[src/rtl/editor_config.sv]
// Clock/date and timer field editor: cursor-driven increment/decrement of
// time fields with a write-request handshake towards an RTC writer.
module editor_config #(
  parameter int unsigned DIA_MAX  = 31,
  parameter int unsigned ANIO_MAX = 99
) (
  input  logic       clk,
  input  logic       btn_reset,
  input  logic       dism,
  input  logic       aument,
  input  logic       derec,
  input  logic       izqda,
  input  logic       escrib,
  input  logic       sw_CT,
  input  logic       sw_conf,
  input  logic       DOCE_24,
  input  logic       wr_ack,
  output logic [4:0] hora,
  output logic [5:0] min,
  output logic [5:0] seg,
  output logic [4:0] dia,
  output logic [3:0] mes,
  output logic [6:0] anio,
  output logic [4:0] t_hora,
  output logic [5:0] t_min,
  output logic [5:0] t_seg,
  output logic [4:0] hora_disp,
  output logic       pm,
  output logic [2:0] cursor,
  output logic       editando,
  output logic       wr_req,
  output logic       wr_sel
);

  typedef enum logic [1:0] {IDLE, EDIT, WREQ} state_t;

  state_t     state, state_next;
  logic       esc_q, ct_q;
  logic       esc_rise, ct_chg, mv, val;
  logic       in_edit, do_wr, do_ct, do_mv, do_val;
  logic [2:0] cur_max;
  logic [6:0] sel_v, sel_lo, sel_hi, step_v;
  logic [4:0] h12;

  function automatic logic [6:0] wrap_step(input logic [6:0] v, input logic [6:0] lo,
                                           input logic [6:0] hi, input logic up);
    if (up) return (v >= hi) ? lo : v + 7'd1;
    else    return (v <= lo) ? hi : v - 7'd1;
  endfunction

  assign esc_rise = escrib & ~esc_q;
  assign ct_chg   = sw_CT ^ ct_q;
  assign mv       = derec ^ izqda;
  assign val      = aument ^ dism;
  assign in_edit  = (state == EDIT) && sw_conf;
  assign do_wr    = in_edit && esc_rise;
  assign do_ct    = in_edit && !esc_rise && ct_chg;
  assign do_mv    = in_edit && !esc_rise && !ct_chg && mv;
  assign do_val   = in_edit && !esc_rise && !ct_chg && !mv && val;
  assign cur_max  = sw_CT ? 3'd2 : 3'd5;

  always_ff @(posedge clk) begin
    if (btn_reset) state <= IDLE;
    else           state <= state_next;
  end

  always_comb begin
    state_next = state;
    case (state)
      IDLE: if (sw_conf) state_next = EDIT;
      EDIT: begin
        if (!sw_conf)     state_next = IDLE;
        else if (esc_rise) state_next = WREQ;
      end
      WREQ: if (wr_ack) state_next = sw_conf ? EDIT : IDLE;
      default: state_next = IDLE;
    endcase
  end

  always_comb begin
    editando  = (state == EDIT);
    wr_req    = (state == WREQ);
    pm        = (hora >= 5'd12);
    h12       = pm ? hora - 5'd12 : hora;
    hora_disp = DOCE_24 ? ((h12 == 5'd0) ? 5'd12 : h12) : hora;
  end

  always_comb begin
    sel_v  = '0;
    sel_lo = '0;
    sel_hi = '0;
    case ({sw_CT, cursor})
      4'b0000: begin sel_v = {2'b00, hora};   sel_hi = 7'd23; end
      4'b0001: begin sel_v = {1'b0, min};     sel_hi = 7'd59; end
      4'b0010: begin sel_v = {1'b0, seg};     sel_hi = 7'd59; end
      4'b0011: begin sel_v = {2'b00, dia};    sel_lo = 7'd1; sel_hi = 7'(DIA_MAX); end
      4'b0100: begin sel_v = {3'b000, mes};   sel_lo = 7'd1; sel_hi = 7'd12; end
      4'b0101: begin sel_v = anio;            sel_hi = 7'(ANIO_MAX); end
      4'b1000: begin sel_v = {2'b00, t_hora}; sel_hi = 7'd23; end
      4'b1001: begin sel_v = {1'b0, t_min};   sel_hi = 7'd59; end
      4'b1010: begin sel_v = {1'b0, t_seg};   sel_hi = 7'd59; end
      default: ;
    endcase
    step_v = wrap_step(sel_v, sel_lo, sel_hi, aument);
  end

  // Bank history is frozen during WREQ so a bank flip made while waiting
  // still clears the cursor on the first cycle back in EDIT.
  always_ff @(posedge clk) begin
    if (btn_reset) begin
      cursor <= '0;
      wr_sel <= 1'b0;
      esc_q  <= 1'b0;
      ct_q   <= 1'b0;
    end else begin
      esc_q <= escrib;
      if (state != WREQ) ct_q <= sw_CT;
      if (state == IDLE && sw_conf) cursor <= '0;
      else if (do_ct)               cursor <= '0;
      else if (do_mv) begin
        if (derec) cursor <= (cursor >= cur_max) ? 3'd0 : cursor + 3'd1;
        else       cursor <= (cursor == 3'd0 || cursor > cur_max) ? cur_max : cursor - 3'd1;
      end
      if (do_wr) wr_sel <= sw_CT;
    end
  end

  always_ff @(posedge clk) begin
    if (btn_reset) begin
      hora   <= '0;
      min    <= '0;
      seg    <= '0;
      dia    <= 5'd1;
      mes    <= 4'd1;
      anio   <= '0;
      t_hora <= '0;
      t_min  <= '0;
      t_seg  <= '0;
    end else if (do_val) begin
      case ({sw_CT, cursor})
        4'b0000: hora   <= step_v[4:0];
        4'b0001: min    <= step_v[5:0];
        4'b0010: seg    <= step_v[5:0];
        4'b0011: dia    <= step_v[4:0];
        4'b0100: mes    <= step_v[3:0];
        4'b0101: anio   <= step_v;
        4'b1000: t_hora <= step_v[4:0];
        4'b1001: t_min  <= step_v[5:0];
        4'b1010: t_seg  <= step_v[5:0];
        default: ;
      endcase
    end
  end

endmodule

[config.mk]
export PLATFORM = sky130hd
export DESIGN_NAME = editor_config
export DESIGN_NICKNAME = d
export VERILOG_FILES = /design/src/rtl/editor_config.sv
export SDC_FILE = /design/constraint.sdc
export NUM_CORES = 1
export LEC_CHECK = 0
export BUFFER_PORTS_ARGS = -buffer_cell sky130_fd_sc_hd__clkbuf_2
export CAP_MARGIN = 15
export CORE_AREA = 4 4 76 130
export DETAILED_ROUTE_END_ITERATION = 8
export DIE_AREA = 0 0 80 134
export GPL_TIMING_DRIVEN = 0
export PLACE_DENSITY = 0.75
export REMOVE_ABC_BUFFERS = 1
export SYNTH_ARGS = -nofsm -noshare
export SYNTH_HDL_FRONTEND = slang
export SYNTH_SLANG_ARGS = --single-unit
export TNS_END_PERCENT = 5
[constraint.sdc]
create_clock -name clk -period 4.7 [get_ports clk]
set_input_delay 0 -clock clk [delete_from_list [all_inputs] [get_ports clk]]
set_output_delay 0 -clock clk [all_outputs]
set_load 0.005 [all_outputs]
---- After elaboration in Yosys (flattened, before gate mapping) ----
Index checks and enable logic that the tools add are counted.
storage, ports and cells
  register bits ........................... 58
  latch bits .............................. 0
  RAM bits ................................ 0
  bits in read-only memories .............. 0
  input port bits ......................... 11
  output and inout port bits .............. 62
  logic and storage cells ................. 93
  memories ................................ 0
operators by class
  $add $sub $neg .......................... 5
  multipliers ............................. 0
  divide/modulo/power cells ............... 0
  magnitude comparators ................... 5
  eq/ne operators ......................... 14
  shift operators ......................... 0
  mux-type cells .......................... 19
  bitwise operators ....................... 5
  reductions and logical operators ........ 31
operators with widths
  operator             count
  $pmux 7 s9           1
  $pmux 7 s5           1
  $mux 7               3
  $reduce_and 2->1     9
  $mux 5               3
  $eq 4x4->1 const B   3
  $mux 3               4
  $logic_and 1x1->1    9
  $eq 4x2->1 const B   2
  $eq 4x3->1 const B   2
  $mux 2               4
  $add 7x1->7 const B  1
  $ge 7x7->1           1
  $le 7x7->1           1
  $sub 7x1->7 const B  1
  $ne 2x2->1 const B   3
  $pmux 2 s3           1
  $ge 5x4->1 const B   1
  $logic_not 5->1      1
  $sub 5x4->5 const B  1
  $eq 4x1->1 const B   1
  $logic_not 4->1      1
  $reduce_or 2->1      2
  $reduce_or 4->1      1
  other kinds (17)     22

---- Longest topological paths before layout ----
  depth after elaboration ................. 8
  mapped depth ............................ 16
  gate-level depth less buffers ........... 15

---- Worst setup path before layout ----
Ideal clock, no wire load.
  path kind ............................... register to register
  start point ............................. reg cursor[1]
  end point ............................... reg hora[1]
  setup time .............................. 80 ps
  arrival ................................. 3534 ps
  data required time ...................... 4620 ps
  setup slack ............................. 1086 ps
  stages on the path, launching flop included .. 15
  path buffers ............................ 1
  period minus slack after synthesis ...... 3614 ps
  cell sequence ........................... dfxtp_1 > inv_1 > ha_1 > buf_6 > and2_4 > a222oi_1 > nor2_2 > ha_1 > a21oi_1 > nor2b_1 > a41oi_1 > o211ai_1 > o21ai_0 > o221ai_4 > a211oi_2
on the way
  word-level cells in the longest chain between the ends .. 6
  elaborated cells on any way between the ends .. 23
  those cells by class .................... 2 x add/sub; 2 x order compare; 8 x eq/ne; 6 x mux; 5 x reduce/logical
ends and longest elaborated chain
  what                                                                 RTL line  RTL
  from (decl)                                                          29        output logic [2:0] cursor,
  from (signal assigned)                                               121       if (derec) cursor <= (cursor >= cur_max) ? 3'd0 : cursor + 3'd1;
  from (signal assigned)                                               122       else cursor <= (cursor == 3'd0 || cursor > cur_max) ? cur_max : cursor - 3'd1;
  $eq 4x4->1 (tied with other cells)                                   92        case ({sw_CT, cursor})
  $reduce_or 4->1 (no source line) or $reduce_or 2->1 (tied branches)  n/a
  $pmux 7 s5 or $mux 1 (tied branches)                                 92
  $ge 7x7->1 or $le 7x7->1 (tied branches)                             47, 48
  $mux 7 (on tied branches)                                            47, 48
  $mux 7                                                               47        if (up) return (v >= hi) ? lo : v + 7'd1;
  to (signal assigned)                                                 141       4'b0000: hora <= step_v[4:0];
  to (decl)                                                            18        output logic [4:0] hora,
Parallel ways exist; a longest one is shown, timed or not.
A chain may end at the register's enable or synchronous reset.

---- Final worst setup path ----
  start point ............................. reg cursor[0]
  end point ............................... reg t_min[0]
on the way
  word-level cells in the longest chain between the ends .. 6
  elaborated cells on any way between the ends .. 23
  those cells by class .................... 2 x add/sub; 2 x order compare; 8 x eq/ne; 6 x mux; 5 x reduce/logical
ends and longest elaborated chain
  what                                                                 RTL line  RTL
  $eq 4x4->1 (tied with other cells)                                   92
  $reduce_or 4->1 (no source line) or $reduce_or 2->1 (tied branches)  n/a
  $pmux 7 s5 or $mux 1 (tied branches)                                 92
  $ge 7x7->1 or $le 7x7->1 (tied branches)                             47, 48
  $mux 7 (on tied branches)                                            47, 48
  $mux 7                                                               47
  to (signal assigned)                                                 148       4'b1001: t_min <= step_v[5:0];
  to (decl)                                                            25        output logic [5:0] t_min,
Parallel ways exist; a longest one is shown, timed or not.

==> flow_summary_export.csv <==
group,metric,value,unit
timing,max-slew-margin-rel,40.4,%
die,die_x,80,um
job,cap_violations,0,
drt,viasPerCell,6.21,
logic_synthesis,synth_top_family_by_area,"compound AO/OA/AOI/OAI gates",
power,clock_power_share,50.3,%
power,power.share.combinational,8.1,%
power,p_per_area,260,mW/mm^2
critical_path,cp_cell_sequence,"inv_1 > ha_1 > a222oi_1 > o22ai_1 > o21ai_1 > inv_1 > ha_1 > nand4_1 > o211ai_1 > mux2_2 > a2bb2oi_2 > o21ai_1",
power,p_leak,1.89,nW
logic_synthesis,synth_cells,455,
timing,hold_viol_final,0,
critical_path,worst_ep_arrival_time,4.58,ns
logic_synthesis,synth_edf_count,0,
die,io_pins,73,
die,die_area,0.0107,mm^2
global_route,grt_overflow,0,
critical_path,r2r_slack,0.32,ns
critical_path,crit_fanout,7,
finish,most-common-layout-cells,"72 x clkbuf_2, 58 x dfxtp_1, 50 x nor2_1, 23 x o21ai_1, 21 x ha_1",
placement,hpwl,8780,um
timing,finalSetupTns,0,ns
placement,placed_cells,615,
drt,drc,0,
finish,drive_gt1_share,25.7,%
drt,antenna_left,0,
placement,portBuffers,72,
critical_path,setup.worst_path.start,"cursor[0]",
logic_synthesis,muxShareOfSynthArea,1.09,%
clock_network,clockRootBuffer,"clkbuf_16",
logic_synthesis,synth-xor-area-share,2.25,%
logic_synthesis,syn_avg_cell_area,8.55,um^2
clock_network,tritoncts,"built",
global_route,antenna_found_initial,0,
global_route,grt_max_degree,60,
placement,pre_cts_slack,0.0967,ns
worst_hold_path,hp-class,"in2reg",
drt,m1WireLength,4380,um
power,netSwitchingFraction,24.1,%
placement,place_congestion,0.911,
logic_synthesis,synth.distinct_cells,78,
logic_synthesis,synthFlopType,"dfxtp_1",
global_route,grt_pass1_wl,18500,um
logic_synthesis,ys_async_sr_fraction,0,%
power,ir_drop,0.215,mV
drt,wl_met2,6290,um
logic_synthesis,synth_simple_gate_area_share,20.8,%
timing,fin_ws,0.318,ns
critical_path,r2r.worst_path.cells,12,
logic_synthesis,yosys_warnings,0,
drt,routedWlPerCell,18.7,um
logic_synthesis,synth_compound_area_share,33.5,%
logic_synthesis,synth_area,0.00389,mm^2
logic_synthesis,ys_ff_latch,58,
finish,syn2layout_area_growth,18.3,%
power,p_seq_share,41.6,%
power,power.switching,0.288,mW
critical_path,crit_type,"reg2reg",
die,rows,45,
power,p_int,0.908,mW
critical_path,reg2reg_from,"cursor[0]",
logic_synthesis,synthAdderAreaFrac,7.40,%
critical_path,timing.rr.end,"t_min[0]",
clock_network,ctsLongestPathBuffers,2,
finish,final_util,52.4,%
global_route,grt_pass1_vias,3721,
drt,drtPass1Iterations,5,
drt,routed.top_layer,"met4",
critical_path,slowest_stage,"o211ai_1",
finish,stdcell_count,635,
timing,slew_viol_final,0,
timing,period_share,93.2,%
timing,tightestPinTransition,0.887,ns
clock_network,cts_sinks,58,
critical_path,cp-start-kind,"flop",
timing,setup_viol,0,
drt,drtIter0Drc,305,
drt,dr_total_vias,3941,
die,start_util,44.3,%
run_status,outcome,"finished, final reports clean",
finish,nFillCells,851,
clock_network,cts_made_buffers,9,
timing,finalClockSkew,0.00683,ns
critical_path,cp-endpoint,"t_min[0]",
clock_network,h-tree-depth,3,
critical_path,slowest_delay,0.60,ns
finish,diodes,0,
timing,finalCriticalPeriod,4.38,ns
timing,fmax,228,MHz
global_route,gr-usage-all-layers,22.2,%
die,fp.coreArea,0.00878,mm^2
critical_path,endpoint_kind,"flop",
finish,final_nets,548,
clock_network,clk_pin_slew,0.05,ns
timing,rsz0062_at_grt,"no",
drt,dr_wl_met3,583,um
die,die_y,134,um
finish,final_common_cell,"clkbuf_2",
drt,wirelength,11900,um
logic_synthesis,synth.yosys.seq_area_share,29.8,%
clock_network,clk_latency,0.33,ns
critical_path,required,4.90,ns
[Yosys cell counts (4+ instances only)]
cell | n | share of area, %
dfxtp_1 | 58 | 30
nor2_1 | 50 | 4.8
ha_1 | 23 | 7.4
o21ai_1 | 22 | 2.8
nand2_1 | 20 | 1.9
nand3b_1 | 19 | 3.7
a22o_1 | 18 | 4.1
clkbuf_1 | 18 | 1.7
inv_1 | 17 | 1.6
nand3_1 | 17 | 2.2
a211oi_2 | 16 | 5.1
a21oi_1 | 15 | 1.9
o21ai_0 | 14 | 1.8
a31oi_1 | 12 | 1.9
and3_1 | 11 | 1.8
a211oi_1 | 9 | 1.7
o21bai_1 | 9 | 1.7
nor2b_1 | 7 | 1.1
xnor2_1 | 7 | 1.6
buf_2 | 6 | 0.77
a222oi_1 | 5 | 1.3
nor3_1 | 4 | 0.51
[worst max-delay path: cells and delay by family (launching register included)]
family          cells  cell delay [ns]
fa+ha+maj           2             0.69
mux                 1             0.45
buf+inv             2             0.30
flops               1             0.43
compound gates      6             2.26
simple gates        1             0.10
[through the flow]
stage	power (mW)	hold slack, ns	area, um^2
6_report	1.20	0.0254	4600
5_1_grt	1.23	0.0598	4600
4_1_cts	1.19	0.0341	4570
3_5_place_dp	0.598	0.234	4270
3_3_place_gp	0.597	0.222	4270
2_1_floorplan	0.563	0.0633	3760
[sequential cells by signal, summed over array words and instances (netlist names), 5 cells and up]
register and cells:
min 6, t_seg 6, dia 5, t_min 6, seg 6, hora 5
anio 7, t_hora 5
[per-layer routing]
layer  GRT usage, %  up-vias
met2           38.6      163
met5              0        -
met1           23.9     1899
met3           3.70       45
met4           14.9        0
li1               -     1834
[power by group through the flow]
stage / logic (mW) / clock network (mW) / registers, mW
6_report: 0.0969 / 0.602 / 0.497
5_1_grt: 0.105 / 0.626 / 0.497
4_1_cts: 0.0938 / 0.603 / 0.497
3_5_place_dp: 0.0912 / 0 / 0.507
3_3_place_gp: 0.0896 / 0 / 0.507
2_1_floorplan: 0.0564 / 0 / 0.507
[area by class of cell]
| type | instances | area, um^2 | area share (%) |
|---|---|---|---|
| timing repair buffer | 77 | 418 | 9.08 |
| clock buffer | 12 | 256 | 5.57 |
| tap | 117 | 146 | 3.18 |
| sequential | 58 | 1160 | 25.2 |
| clock inverter | 3 | 15.0 | 0.326 |
| multi-input combinational | 349 | 2530 | 55.1 |
| inverter | 19 | 71.3 | 1.55 |
[kinds of logic (layout without fill, tap and decap cells)]
kind of cell	Yosys count	count (layout)
xor gates and xnor gates	10	10
and+or+nand+nor	153	153
adders and majority gates	23	23
muxes	4	4
buffers and inverters	48	111
DFF	58	58
AOI/OAI and AO/OA	159	159
[worst min-delay path by stage]
stage,start,to,slack [ns],cells after the start
4_1_cts,sw_CT,wr_sel,0.03,3
5_1_grt,sw_CT,wr_sel,0.06,3
3_5_place_dp,escrib,esc_q,0.23,2
2_1_floorplan,btn_reset,anio[6],0.06,1
3_3_place_gp,escrib,esc_q,0.22,2
6_report,sw_CT,wr_sel,0.03,3
[repair_timing]
action,in CTS,in global routing
setup endpoints to repair,0,46
resized for setup,0,3
hold endpoints to repair,3,0
buffers inserted,0,1
hold buffers,3,0
Power figures use the tool's default switching activity.
